<file path="config.mk">
export PLATFORM = sky130hd
export DESIGN_NAME = instr_fetch_unit
export DESIGN_NICKNAME = d
export VERILOG_FILES = /design/src/rtl/instr_fetch_unit.sv
export SDC_FILE = /design/constraint.sdc
export NUM_CORES = 1
export LEC_CHECK = 0
export CAP_MARGIN = 20
export CORE_ASPECT_RATIO = 0.6
export CORE_MARGIN = 3
export CORE_UTILIZATION = 56
export DETAILED_ROUTE_END_ITERATION = 8
export PLACE_DENSITY = 0.73
export SYNTH_ARGS = -nofsm -noshare
export SYNTH_HDL_FRONTEND = slang
export SYNTH_SLANG_ARGS = --single-unit
</file>
<file path="constraint.sdc">
create_clock -name clk -period 4.7 [get_ports clk]
set_input_delay 0.94 -clock clk [delete_from_list [all_inputs] [get_ports clk]]
set_output_delay 0.94 -clock clk [all_outputs]
set_load 0.01 [all_outputs]
</file>
<file path="src/rtl/instr_fetch_unit.sv">
// Instruction fetch unit: 32 x 32-bit program memory loaded while idle,
// then fetched one word per cycle until a halt opcode parks the unit.
module instr_fetch_unit #(
    parameter logic [6:0]  HALT_OP  = 7'b1010101,
    parameter logic [31:0] NOP_WORD = 32'h0000_0000
) (
    input  logic        clk,
    input  logic        reset,
    input  logic        load_en,
    input  logic [4:0]  load_addr,
    input  logic [31:0] load_data,
    input  logic        load_done,
    input  logic        resume,
    input  logic [4:0]  prog_addr,
    output logic [31:0] instr,
    output logic [6:0]  OPCODE,
    output logic        instr_valid,
    output logic        halted,
    output logic [7:0]  fetch_count
);

    typedef enum logic [1:0] {
        ST_IDLE = 2'd0,
        ST_RUN  = 2'd1,
        ST_HALT = 2'd2
    } state_t;

    state_t      state_q, state_d;
    logic [31:0] mem_q [32];
    logic [31:0] instr_q, instr_d;
    logic        valid_q, valid_d;
    logic        halted_q, halted_d;
    logic [7:0]  fetch_count_q, fetch_count_d;
    logic        mem_we_s;
    logic [31:0] fetch_word_s;

    // Memory contents survive reset, so the program can be rerun without reloading.
    assign fetch_word_s = mem_q[prog_addr];

    // Next-state, next-output and write-enable decode for the fetch FSM.
    always_comb begin
        state_d       = state_q;
        instr_d       = instr_q;
        valid_d       = valid_q;
        fetch_count_d = fetch_count_q;
        mem_we_s      = 1'b0;
        case (state_q)
            ST_IDLE: begin
                // A write coinciding with load_done still lands on this edge.
                mem_we_s = load_en;
                instr_d  = NOP_WORD;
                valid_d  = 1'b0;
                if (load_done) begin
                    state_d = ST_RUN;
                end else begin
                    state_d = ST_IDLE;
                end
            end
            ST_RUN: begin
                instr_d = fetch_word_s;
                valid_d = 1'b1;
                if (fetch_count_q != 8'hFF) begin
                    fetch_count_d = fetch_count_q + 8'd1;
                end else begin
                    fetch_count_d = fetch_count_q;
                end
                // The halt word itself is registered and counted before parking.
                if (fetch_word_s[6:0] == HALT_OP) begin
                    state_d = ST_HALT;
                end else begin
                    state_d = ST_RUN;
                end
            end
            ST_HALT: begin
                if (resume) begin
                    // Bubble one cycle so the program counter can step past the halt word.
                    state_d = ST_RUN;
                    instr_d = NOP_WORD;
                    valid_d = 1'b0;
                end else begin
                    state_d = ST_HALT;
                end
            end
            default: begin
                state_d = ST_IDLE;
                instr_d = NOP_WORD;
                valid_d = 1'b0;
            end
        endcase
        halted_d = (state_d == ST_HALT);
    end

    // Synchronous write port of the instruction memory (not reset).
    always_ff @(posedge clk) begin
        if (mem_we_s) begin
            mem_q[load_addr] <= load_data;
        end
    end

    // State and output registers with asynchronous reset.
    always_ff @(posedge clk or posedge reset) begin
        if (reset) begin
            state_q       <= ST_IDLE;
            instr_q       <= NOP_WORD;
            valid_q       <= 1'b0;
            halted_q      <= 1'b0;
            fetch_count_q <= 8'd0;
        end else begin
            state_q       <= state_d;
            instr_q       <= instr_d;
            valid_q       <= valid_d;
            halted_q      <= halted_d;
            fetch_count_q <= fetch_count_d;
        end
    end

    assign instr       = instr_q;
    assign OPCODE      = instr_q[6:0];
    assign instr_valid = valid_q;
    assign halted      = halted_q;
    assign fetch_count = fetch_count_q;

endmodule

</file>
==> flow_summary_export.csv <==
group,metric,value,unit
finish,area_delta_synth_final,14.86,%
grt,antenna_found_initial,1,
critical_path,critPathBufInv,3,
clocking,post_cts_buffers,0,
grt,grt_util_all_layers,0.2571,
logic_synthesis,ys_top_cells_by_area,"edfxtp_1, mux4_2, dfrtp_1, mux2i_1, mux4_1",
floorplanning,initial_utilization,0.5749,
flow_run,drv_cap,0,
finish,nets,1976,
grt,grt_max_degree,52,
critical_path,rr_endpoint,"mem_q[1][14]",
critical_path,critical_path_class,"in -> reg",
drt,first_iter_violations,2626,
pwr,irDropWorstVdd,0.3354,mV
status,status,"finished clean",
logic_synthesis,synth-seq-cells,1068,
clocking,numCtsBuffers,90,
critical_path,path_cells,"clkdlybuf4s50_1, inv_2, buf_4, a2111oi_0, a311oi_1, nand2_1, o31ai_1",
drt,via_per_inst,6.497,
floorplanning,dieArea,0.07621,sq mm
critical_path,cp-start-kind,"primary input",
drt,routed_wirelength,95750,um
drt,ant_nets,0,
placed_design,hpwl,57450,um
sta,fin_skew,0.01763,ns
logic_synthesis,synthArstFlopShare,0.04120,
pwr,leakage,14.80,nW
grt,grt_pass1_vias,19280,
critical_path,worstRegToRegCells,5,
sta,drv_slew,0,
pwr,totalPowerFinal,19.16,mW
clocking,clockBufferDepth,3,
logic_synthesis,seq_area_frac_synth,0.7810,
critical_path,regToRegStartpoint,"state_q[0]",
critical_path,rrSetupSlack,2.22,ns
floorplanning,rows,75,
finish,fillCellCount,4489,
sta,finalSetupViolations,0,
logic_synthesis,synthFlopType,"edfxtp_1",
clocking,post_cts_resized,0,
drt,wire_per_inst,32.28,um
hold_path,hold_path_depth,2,
floorplanning,chipWidth,354.4,um
logic_synthesis,yosysTopAreaCell,"edfxtp_1",
clocking,clock_latency,0.66,ns
sta,post-route-min-period,2.978,ns
critical_path,cp_max_fo,27,
sta,tightest_slew,1.010,ns
sta,fin_crit_sh,0.6336,
finish,insertedDiodeCount,0,
clocking,htreeDepth,3,
logic_synthesis,synth-edff-count,1024,
hold_path,hp-start,"instr[21]",
drt,drc_errors,0,
clocking,root_buffer,"clkbuf_16",
drt,vias,19270,
hold_path,min_path_type,"reg -> reg",
logic_synthesis,synth_top_area_frac,0.7540,
critical_path,required,5.26,ns
floorplanning,io_pins,96,
logic_synthesis,yosysWarnings,0,
critical_path,cp_slowest_cell,"a311oi_1",
critical_path,cp-end-kind,"register",
critical_path,max_stage_delay,0.60,ns
sta,hold_viol_final,0,
placed_design,place_congestion,0.8574,
sta,tns,0,ns
logic_synthesis,syn_area_per_cell,23.74,sq um
hold_path,min_to,"instr[21]",
clocking,cts_tree,"done",
clocking,cts.clk_slew.worst_paths,0.07,ns
pwr,powerDensity,409.0,mW/mm^2
floorplanning,core_area,0.07094,sq mm
floorplanning,die_y,215.0,um
clocking,cts_sinks,1068,
grt,grt_pass1_wl,140500,um
sta,relSlewSlack,0.3243,
sta,max_freq,0.3358,GHz
sta,rsz0062_at_grt,"false",
logic_synthesis,netlist_instances,1718,
drt,drt-pass1-iter-count,5,
grt,overflow,0,
logic_synthesis,syn_nets,1766,
placed_design,io_buffers,95,
critical_path,cp_top_family,"buffers and inverters",
logic_synthesis,synthesis.area,0.04078,sq mm
clocking,cts_hold_buf,0,
finish,drive_above_1_share,0.2884,
logic_synthesis,synth.distinct_cells,49,
critical_path,crit_arrival,3.54,ns
tightest hold or removal path: cells and delay by family, from the launching register on:
| kind | cells | cell delay, ns |
|---|---|---|
| AO/OA/AOI/OAI | 1 | 0.07 |
| flip-flops | 1 | 0.34 |
| AND/OR/NAND/NOR | 1 | 0.05 |
metal layers:
metal | track usage | part of all wire | wire, um
met2 | 0.3955 | 0.48 | 45790
met4 | 0.06565 | 0.023 | 2241
met1 | 0.3901 | 0.41 | 39180
met5 | 0 | 0 | 0
met3 | 0.04712 | 0.089 | 8541
cells by family after synthesis:
family          after synthesis  share of synthesized area
flops                      1068                     0.7810
mux                         345                     0.1782
xor+xnor                      7                   0.001503
buf+inv                      96                    0.01350
simple gates                137                    0.01494
compound gates               64                    0.01058
fa+ha+maj                     1                  0.0003067
registers in the layout (all words and copies together) (netlist names):
register,flops
fetch_count,8
halted,1
instr,32
instr_valid,1
mem_q,1024
state_q,2
synth_stat cells (2+ instances only):
library cell and n:
clkbuf_1 29, dfrtp_1 44, buf_1 11, xor2_1 2
nor2b_1 2, nand3b_1 3, nand3_1 4, a221oi_1 6
buf_6 8, a32o_1 6, and2_1 4, nand2b_1 3
mux2i_1 44, nand2_1 67, o31ai_1 2, a41oi_1 3
nor2_1 40, and2_0 3, xnor2_1 5, o21ai_0 34
buf_4 17, buf_2 24, a22o_1 3, a41o_1 3
nand4_1 2, buf_12 2, edfxtp_1 1024, inv_1 3
mux4_1 13, mux4_2 288
report_power, final:
group	total [mW]	switching (mW)	internal (mW)
clock	7.33	3.34	3.99
combinational	1.22	0.645	0.573
sequential	10.6	0.106	10.5
placed cells by master (no fill, tap or decap), drive strengths merged, types with 3 or more instances in the layout:
cell,synthesis,layout
inv,3,9
clkinv,1,39
a41o,3,3
buf,62,114
a41oi,3,3
clkdlybuf4s50,0,91
mux4,301,301
nand3b,3,3
a32o,6,6
dfrtp,44,44
clkbuf,30,119
a221oi,6,6
clkinvlp,0,3
edfxtp,1024,1024
nor2,41,41
nand2b,3,3
mux2i,44,44
xnor2,5,5
bufinv,0,7
o21ai,35,35
nand2,67,67
and2,7,7
a22o,3,3
nand3,4,4
worst max path at each step:
stage | end | cells past startpoint | start | slack [ns]
floorplan | mem_q[26][0] | 4 | load_addr[1] | 1.39
CTS | state_q[0] | 8 | prog_addr[1] | 1.77
detailed placement | state_q[0] | 8 | prog_addr[1] | 1.07
finish | state_q[1] | 7 | prog_addr[4] | 1.72
global placement | halted | 7 | prog_addr[4] | 1.09
global route | state_q[0] | 8 | prog_addr[0] | 1.67
final cells by class:
type | instances | area (sq um) | area share
Inverter | 4 | 15.01 | 0.0003205
Clock inverter | 54 | 481.7 | 0.01028
Timing Repair Buffer | 210 | 2290 | 0.04888
Sequential cell | 1068 | 31850 | 0.6799
Clock buffer | 114 | 2372 | 0.05064
Multi-Input combinational cell | 554 | 8631 | 0.1842
Tap cell | 962 | 1204 | 0.02570
through the flow:
step | hold WS (ns) | area [sq um] | setup slack, ns | util | cells
floorplan | 0.5152 | 40780 | 1.387 | - | 1718
global placement | 0.4722 | 43640 | 1.094 | 0.6151 | 2782
detailed placement | 0.4841 | 43640 | 1.068 | 0.6151 | 2782
CTS | 0.4984 | 46490 | 1.774 | 0.6553 | 2950
global route | 0.5242 | 46840 | 1.666 | 0.6603 | 2966
finish | 0.4917 | 46840 | 1.722 | 0.6603 | 2966
Power figures use the tool's default switching activity.
==> edit 1: new RTL, config.mk and constraints unchanged <==
Make the reset (`reset`) synchronous in one clocked block. Comments in the files are not updated.
--- a/src/rtl/instr_fetch_unit.sv
+++ b/src/rtl/instr_fetch_unit.sv
@@ -100,3 +100,3 @@
     // State and output registers with asynchronous reset.
-    always_ff @(posedge clk or posedge reset) begin
+    always_ff @(posedge clk) begin
         if (reset) begin
Function: changed (Yosys sat finds a counterexample within 4 cycles, from zero or initial values and one cycle with reset high; the reset may be asserted at any time).
==> edit 1 against the original RTL <==
- worst setup slack got worse by 0.17 ns
- utilization shrank 0.087 points
- sequential cell count is the same
- critical path depth shrank 1
- synthesized area is essentially flat
- final area unchanged
- total power down 0.84%
- routed wire length rose by 1.6%
- critical endpoint is now mem_q[21][24]
==> edit 1: results (changes against the original RTL) <==
Clock network
  – Clock-pin slew on the worst setup and hold paths: 0.06 ns
  – Skew-Pair Late Insertion Delay: 0.66 ns (about the same)
  – Post_cts resized: 0 (unchanged)
  – CTS HTree Levels: 3 (unchanged)
  – Post-CTS setup buffer count: 0 (unchanged)
  – CTS Buffer Depth: 3 (unchanged)
  – Clock root buffer: clkbuf_16
  – TritonCTS Buffers: 91 (+1.1%)

STA
  – Slew @ Worst Pin: 1.07 ns (+0.0618 ns)
  – Worst Skew: 0.0241 ns (+0.00645 ns)

Hold path
  – Worst min path class: flop to flop

Global routing
  – Met2 Use GR: 37.2% (-2.3 points)
  – First-pass GRT wire length: 141 mm (+0.24%)
  – GR Util met1: 40.8% (+1.8 points)
  – Largest net degree at the start of global routing: 97 (+87%)
  – Number of global-route vias before repair: 19700 (+2.4%)
  – Initial antenna violation count: 2 (+1)
  – Met3 Use GR: 6.22% (+1.5 points)
  – GR Util All Layers: 25.8% (+0.11 points)

Yosys
  – EDFF count, synth: 1024 (unchanged)
  – Async set-reset flop share out of synthesis: 0% (-4.1 points)
  – Top cells by area, synth: edfxtp_1, mux4_2, dfxtp_1
  – Syn Nets: 1857 (+5.2%)
  – Post-synth top cells: edfxtp_1, mux4_2, nor2_1
  – Sequential-to-total area share from yosys stat: 77.5% (-0.56 points)
  – Synth warn: 0 (unchanged)
  – Synth cell types: 51 (+4.1%)
  – Primary FF master, synth: edfxtp_1

Placement
  – Routability cong.: 0.810 (-5.6%)
  – Post-placement cell area: 43600 um2 (-0.18%)
  – Port Buf Inserts: 95 (unchanged)
  – HPWL after detailed placement: 56.2 mm (-2.2%)

Route
  – DRT iter0 DRCs: 2996 (+14%)
  – DR WL/cell: 31.9 um (-1.0%)
  – Pre-antenna DRT Iters: 5 (unchanged)
  – Vias: 19800 (+2.7%)

Layout
  – Fraction of layout cells with a size suffix above 1: 27.8% (-1.0 points)
  – Total Nets Final: 2056 (+4.0%)
  – Reg with most FFs: mem_q
  – Fill cell count: 4480 (-0.20%)
  – Largest register FFs: 1024 (unchanged)

Critical path
  – Crit path arrival time: 3.47 ns (-0.07 ns)
  – Start of the worst register-to-register path: state_q[0]
  – Flop2flop setup slack: 1.85 ns (-0.37 ns)
  – Largest fanout on the critical path: 15 (-44%)
  – Worst reg2reg path depth: 5 (unchanged)
  – Critical path origin: load_en
  – CP Capture Point: mem_q[21][24]

Pwr
  – Leakage: 14.8 nW (-0.13%)
  – Max VDD drop: 0.000346 V (+3.3%)

Status
  – Status: completed
edit 1: power by group:
part | switching [mW] | internal [mW]
clock network | 3.33 | 4.09
registers | 0.0335 | 10.5
logic | 0.584 | 0.462
total | 3.95 | 15.0
edit 1: worst max-delay path, stage by stage:
cell	delay, ns
clkdlybuf4s50_1	0.49
nor4b_1	0.71
nand2_1	0.14
buf_4	0.25
nor2_4	0.55
buf_4	0.38
edit 1: worst min-delay path by stage:
stage / slack (ns) / depth (start not counted) / end / from
floorplan: 0.49 / 2 / instr[6] / instr[6]
global placement: 0.47 / 2 / instr_valid / instr_valid
detailed placement: 0.48 / 2 / instr[22] / instr[22]
CTS: 0.50 / 2 / instr[22] / instr[22]
global route: 0.52 / 2 / instr[22] / instr[22]
finish: 0.50 / 2 / instr[22] / instr[22]
edit 1: area by class of cell:
class	count	area, um2	share of cell area [%]
Inverter	4	17.5	0.0374
Timing Repair Buffer	205	2240	4.79
Tap cell	962	1200	2.57
Clock inverter	51	505	1.08
Multi-Input combinational cell	638	8830	18.9
Clock buffer	114	2400	5.13
Sequential cell	1068	31600	67.5
Antenna cell	2	5.00	0.0107
edit 1: kinds of logic after synthesis:
kind of cell    Yosys count  share of synthesized area [%]
flops                  1068                           77.5
mux                     355                           17.5
simple gates            183                           1.98
buf+inv                 103                           1.42
compound gates           93                           1.43
xor+xnor                  6                          0.129
fa+ha+maj                 1                         0.0307
edit 1: metrics by stage:
step           setup WS, ns  cells
2_1_floorplan          1.39   1809
3_3_place_gp          0.957   2863
3_5_place_dp          0.909   2863
4_1_cts                1.59   3028
5_1_grt                1.50   3044
6_report               1.56   3044
edit 1: layer usage:
metal | vias up | wire [um] | share of wire, %
met5 | - | 20 | 0.021
met1 | 10500 | 39800 | 41
met3 | 128 | 11500 | 12
li1 | 8001 | - | -
met4 | 2 | 1950 | 2.0
met2 | 1194 | 44000 | 45
==> edit 2: new RTL, config.mk and constraints unchanged <==
Without the edit above. Register the inputs `load_en`, `load_addr`, `load_data`, `load_done`, `resume` and `prog_addr` before use, without a reset. The logic sees them one clock later.
--- a/src/rtl/instr_fetch_unit.sv
+++ b/src/rtl/instr_fetch_unit.sv
@@ -27,2 +27,18 @@
 
+    logic load_en_q;
+    logic [4:0] load_addr_q;
+    logic [31:0] load_data_q;
+    logic load_done_q;
+    logic resume_q;
+    logic [4:0] prog_addr_q;
+
+    always_ff @(posedge clk) begin
+        load_en_q   <= load_en;
+        load_addr_q <= load_addr;
+        load_data_q <= load_data;
+        load_done_q <= load_done;
+        resume_q    <= resume;
+        prog_addr_q <= prog_addr;
+    end
+
     state_t      state_q, state_d;
@@ -37,3 +53,3 @@
     // Memory contents survive reset, so the program can be rerun without reloading.
-    assign fetch_word_s = mem_q[prog_addr];
+    assign fetch_word_s = mem_q[prog_addr_q];
 
@@ -49,6 +65,6 @@
                 // A write coinciding with load_done still lands on this edge.
-                mem_we_s = load_en;
+                mem_we_s = load_en_q;
                 instr_d  = NOP_WORD;
                 valid_d  = 1'b0;
-                if (load_done) begin
+                if (load_done_q) begin
                     state_d = ST_RUN;
@@ -74,3 +90,3 @@
             ST_HALT: begin
-                if (resume) begin
+                if (resume_q) begin
                     // Bubble one cycle so the program counter can step past the halt word.
@@ -95,3 +111,3 @@
         if (mem_we_s) begin
-            mem_q[load_addr] <= load_data;
+            mem_q[load_addr_q] <= load_data_q;
         end
Function: changed (Yosys sat finds a counterexample within 4 cycles, from zero or initial values and one cycle with reset high).
==> edit 2 against the original RTL <==
- clock skew increased by 0.0048 ns
- synthesized area increased by 2.6%
- worst setup slack got worse by 0.34 ns
- clock power increased by 10%
- final area increased by 2.5%
- sequential cell count increased by 45
- first-iteration DRC count increased by 30%
- total power increased by 6.4%
- routed wire length increased by 8.9%
- non-clock buffer count decreased by 15
- largest cell class unchanged
- largest power group unchanged
==> edit 2: results (changes against the original RTL) <==
Route
  – Vias per Instance: 6.68 (+2.8%)
  – Pre-antenna DRT Iters: 7 (+2)
  – WL final: 104 mm (+8.9%)
  – DR WL/cell: 34.5 um (+6.8%)
  – DRT iter0 DRCs: 3409 (+30%)

Global routing
  – Initial antenna violation count: 8 (+7)
  – GR Util All Layers: 26.9% (+1.2 points)
  – Number of global-route vias before repair: 19500 (+1.3%)

Yosys
  – Post-synthesis mux area share: 17.6% (-0.26 points)
  – Adder-cell area share of the yosys netlist: 0.0299% (-0.00079 points)
  – Synth Area in Compound Gates: 1.02% (-0.039 points)
  – Sequential-to-total area share from yosys stat: 78.2% (+0.15 points)
  – Post-Syn Area per Cell: 23.7 um2 (-0.22%)

Layout
  – Fill cell count: 4550 (+1.4%)
  – Total Nets Final: 2015 (+2.0%)

Critical path
  – Critical path startpoint category: flop
  – Critical path origin: state_q[0]
  – Worst reg2reg path depth: 4 (-1)
  – Max stage delay on crit path: 0.93 ns (+0.33 ns)
  – CP max-delay cell: nor2_4
  – Crit path arrival time: 3.68 ns (+0.14 ns)
  – Largest fanout on the critical path: 23 (-15%)
  – R2r endpoint: mem_q[15][2]

Placement
  – Cells after DPL: 2828 (+1.7%)
  – HPWL after detailed placement: 64.2 mm (+12%)
  – Post-placement cell area: 44400 um2 (+1.8%)

Status
  – Status: completed

Clock network
  – TritonCTS Buffers: 95 (+5.6%)
  – Skew-Pair Late Insertion Delay: 0.68 ns (+0.02 ns)

STA
  – Worst Skew: 0.0224 ns (+0.00478 ns)

Pwr
  – Max VDD drop: 0.000357 V (+6.4%)
## edit 2: cell types whose count changed after synthesis, moves of 3 or more
cell	delta
dfxtp_1	+45
buf_6	+7
o21ai_0	-22
buf_1	-7
mux4_2	-22
mux4_1	+22
nor2_1	+3
o21ai_1	+24
## edit 2: per-stage QoR
| stage | power [mW] | hold slack [ns] |
|---|---|---|
| 6_report | 20.4 | 0.498 |
| 3_3_place_gp | 12.5 | 0.470 |
| 4_1_cts | 20.4 | 0.503 |
| 3_5_place_dp | 12.5 | 0.488 |
| 2_1_floorplan | 11.9 | 0.510 |
| 5_1_grt | 20.9 | 0.536 |
## edit 2: kinds of logic after synthesis
| group | Yosys count |
|---|---|
| AND/OR/NAND/NOR | 142 |
| buffers and inverters | 96 |
| multiplexers | 345 |
| XOR/XNOR | 6 |
| flip-flops | 1113 |
| adder cells (fa/ha/maj) | 1 |
| AO/OA/AOI/OAI | 64 |
## edit 2: power groups by stage
| stage | registers [mW] | logic [mW] | clock network, mW |
|---|---|---|---|
| after detailed placement | 11.3 | 1.22 | 0 |
| after global routing | 11.1 | 1.32 | 8.53 |
| after global placement | 11.3 | 1.19 | 0 |
| final | 11.1 | 1.25 | 8.07 |
| after floorplan | 11.3 | 0.584 | 0 |
| after CTS | 11.1 | 1.23 | 8.13 |
## edit 2: cell type report
cell class	count	area, um2	share of cell area, %
clock inverters	46	508	1.06
flip-flops and latches	1113	32800	68.2
repair buffers	195	2140	4.45
inverters	4	15.0	0.0313
clock buffers	133	2660	5.54
multi-input cells	558	8710	18.1
diodes	1	2.50	0.00521
well taps	975	1220	2.54
## edit 2: routing by layer
metal  GRT usage, %  wire (um)
met1           44.3      42000
met2           35.6      44100
met3           9.43      16600
met4           4.01       1450
met5              0         46
## edit 2: worst max-delay path, delay by kind of cell, from the launching register on
family | cells | cell delay [ns]
DFF | 1 | 0.48
buffers and inverters | 1 | 0.33
and+or+nand+nor | 3 | 2.17
## edit 2: worst min-delay path by stage
| stage | start | to | cells past startpoint |
|---|---|---|---|
| 3_5_place_dp | instr[28] | instr[28] | 2 |
| 6_report | instr_valid | instr_valid | 2 |
| 3_3_place_gp | instr_valid | instr_valid | 2 |
| 5_1_grt | instr[28] | instr[28] | 2 |
| 4_1_cts | instr[28] | instr[28] | 2 |
| 2_1_floorplan | instr_valid | instr_valid | 2 |
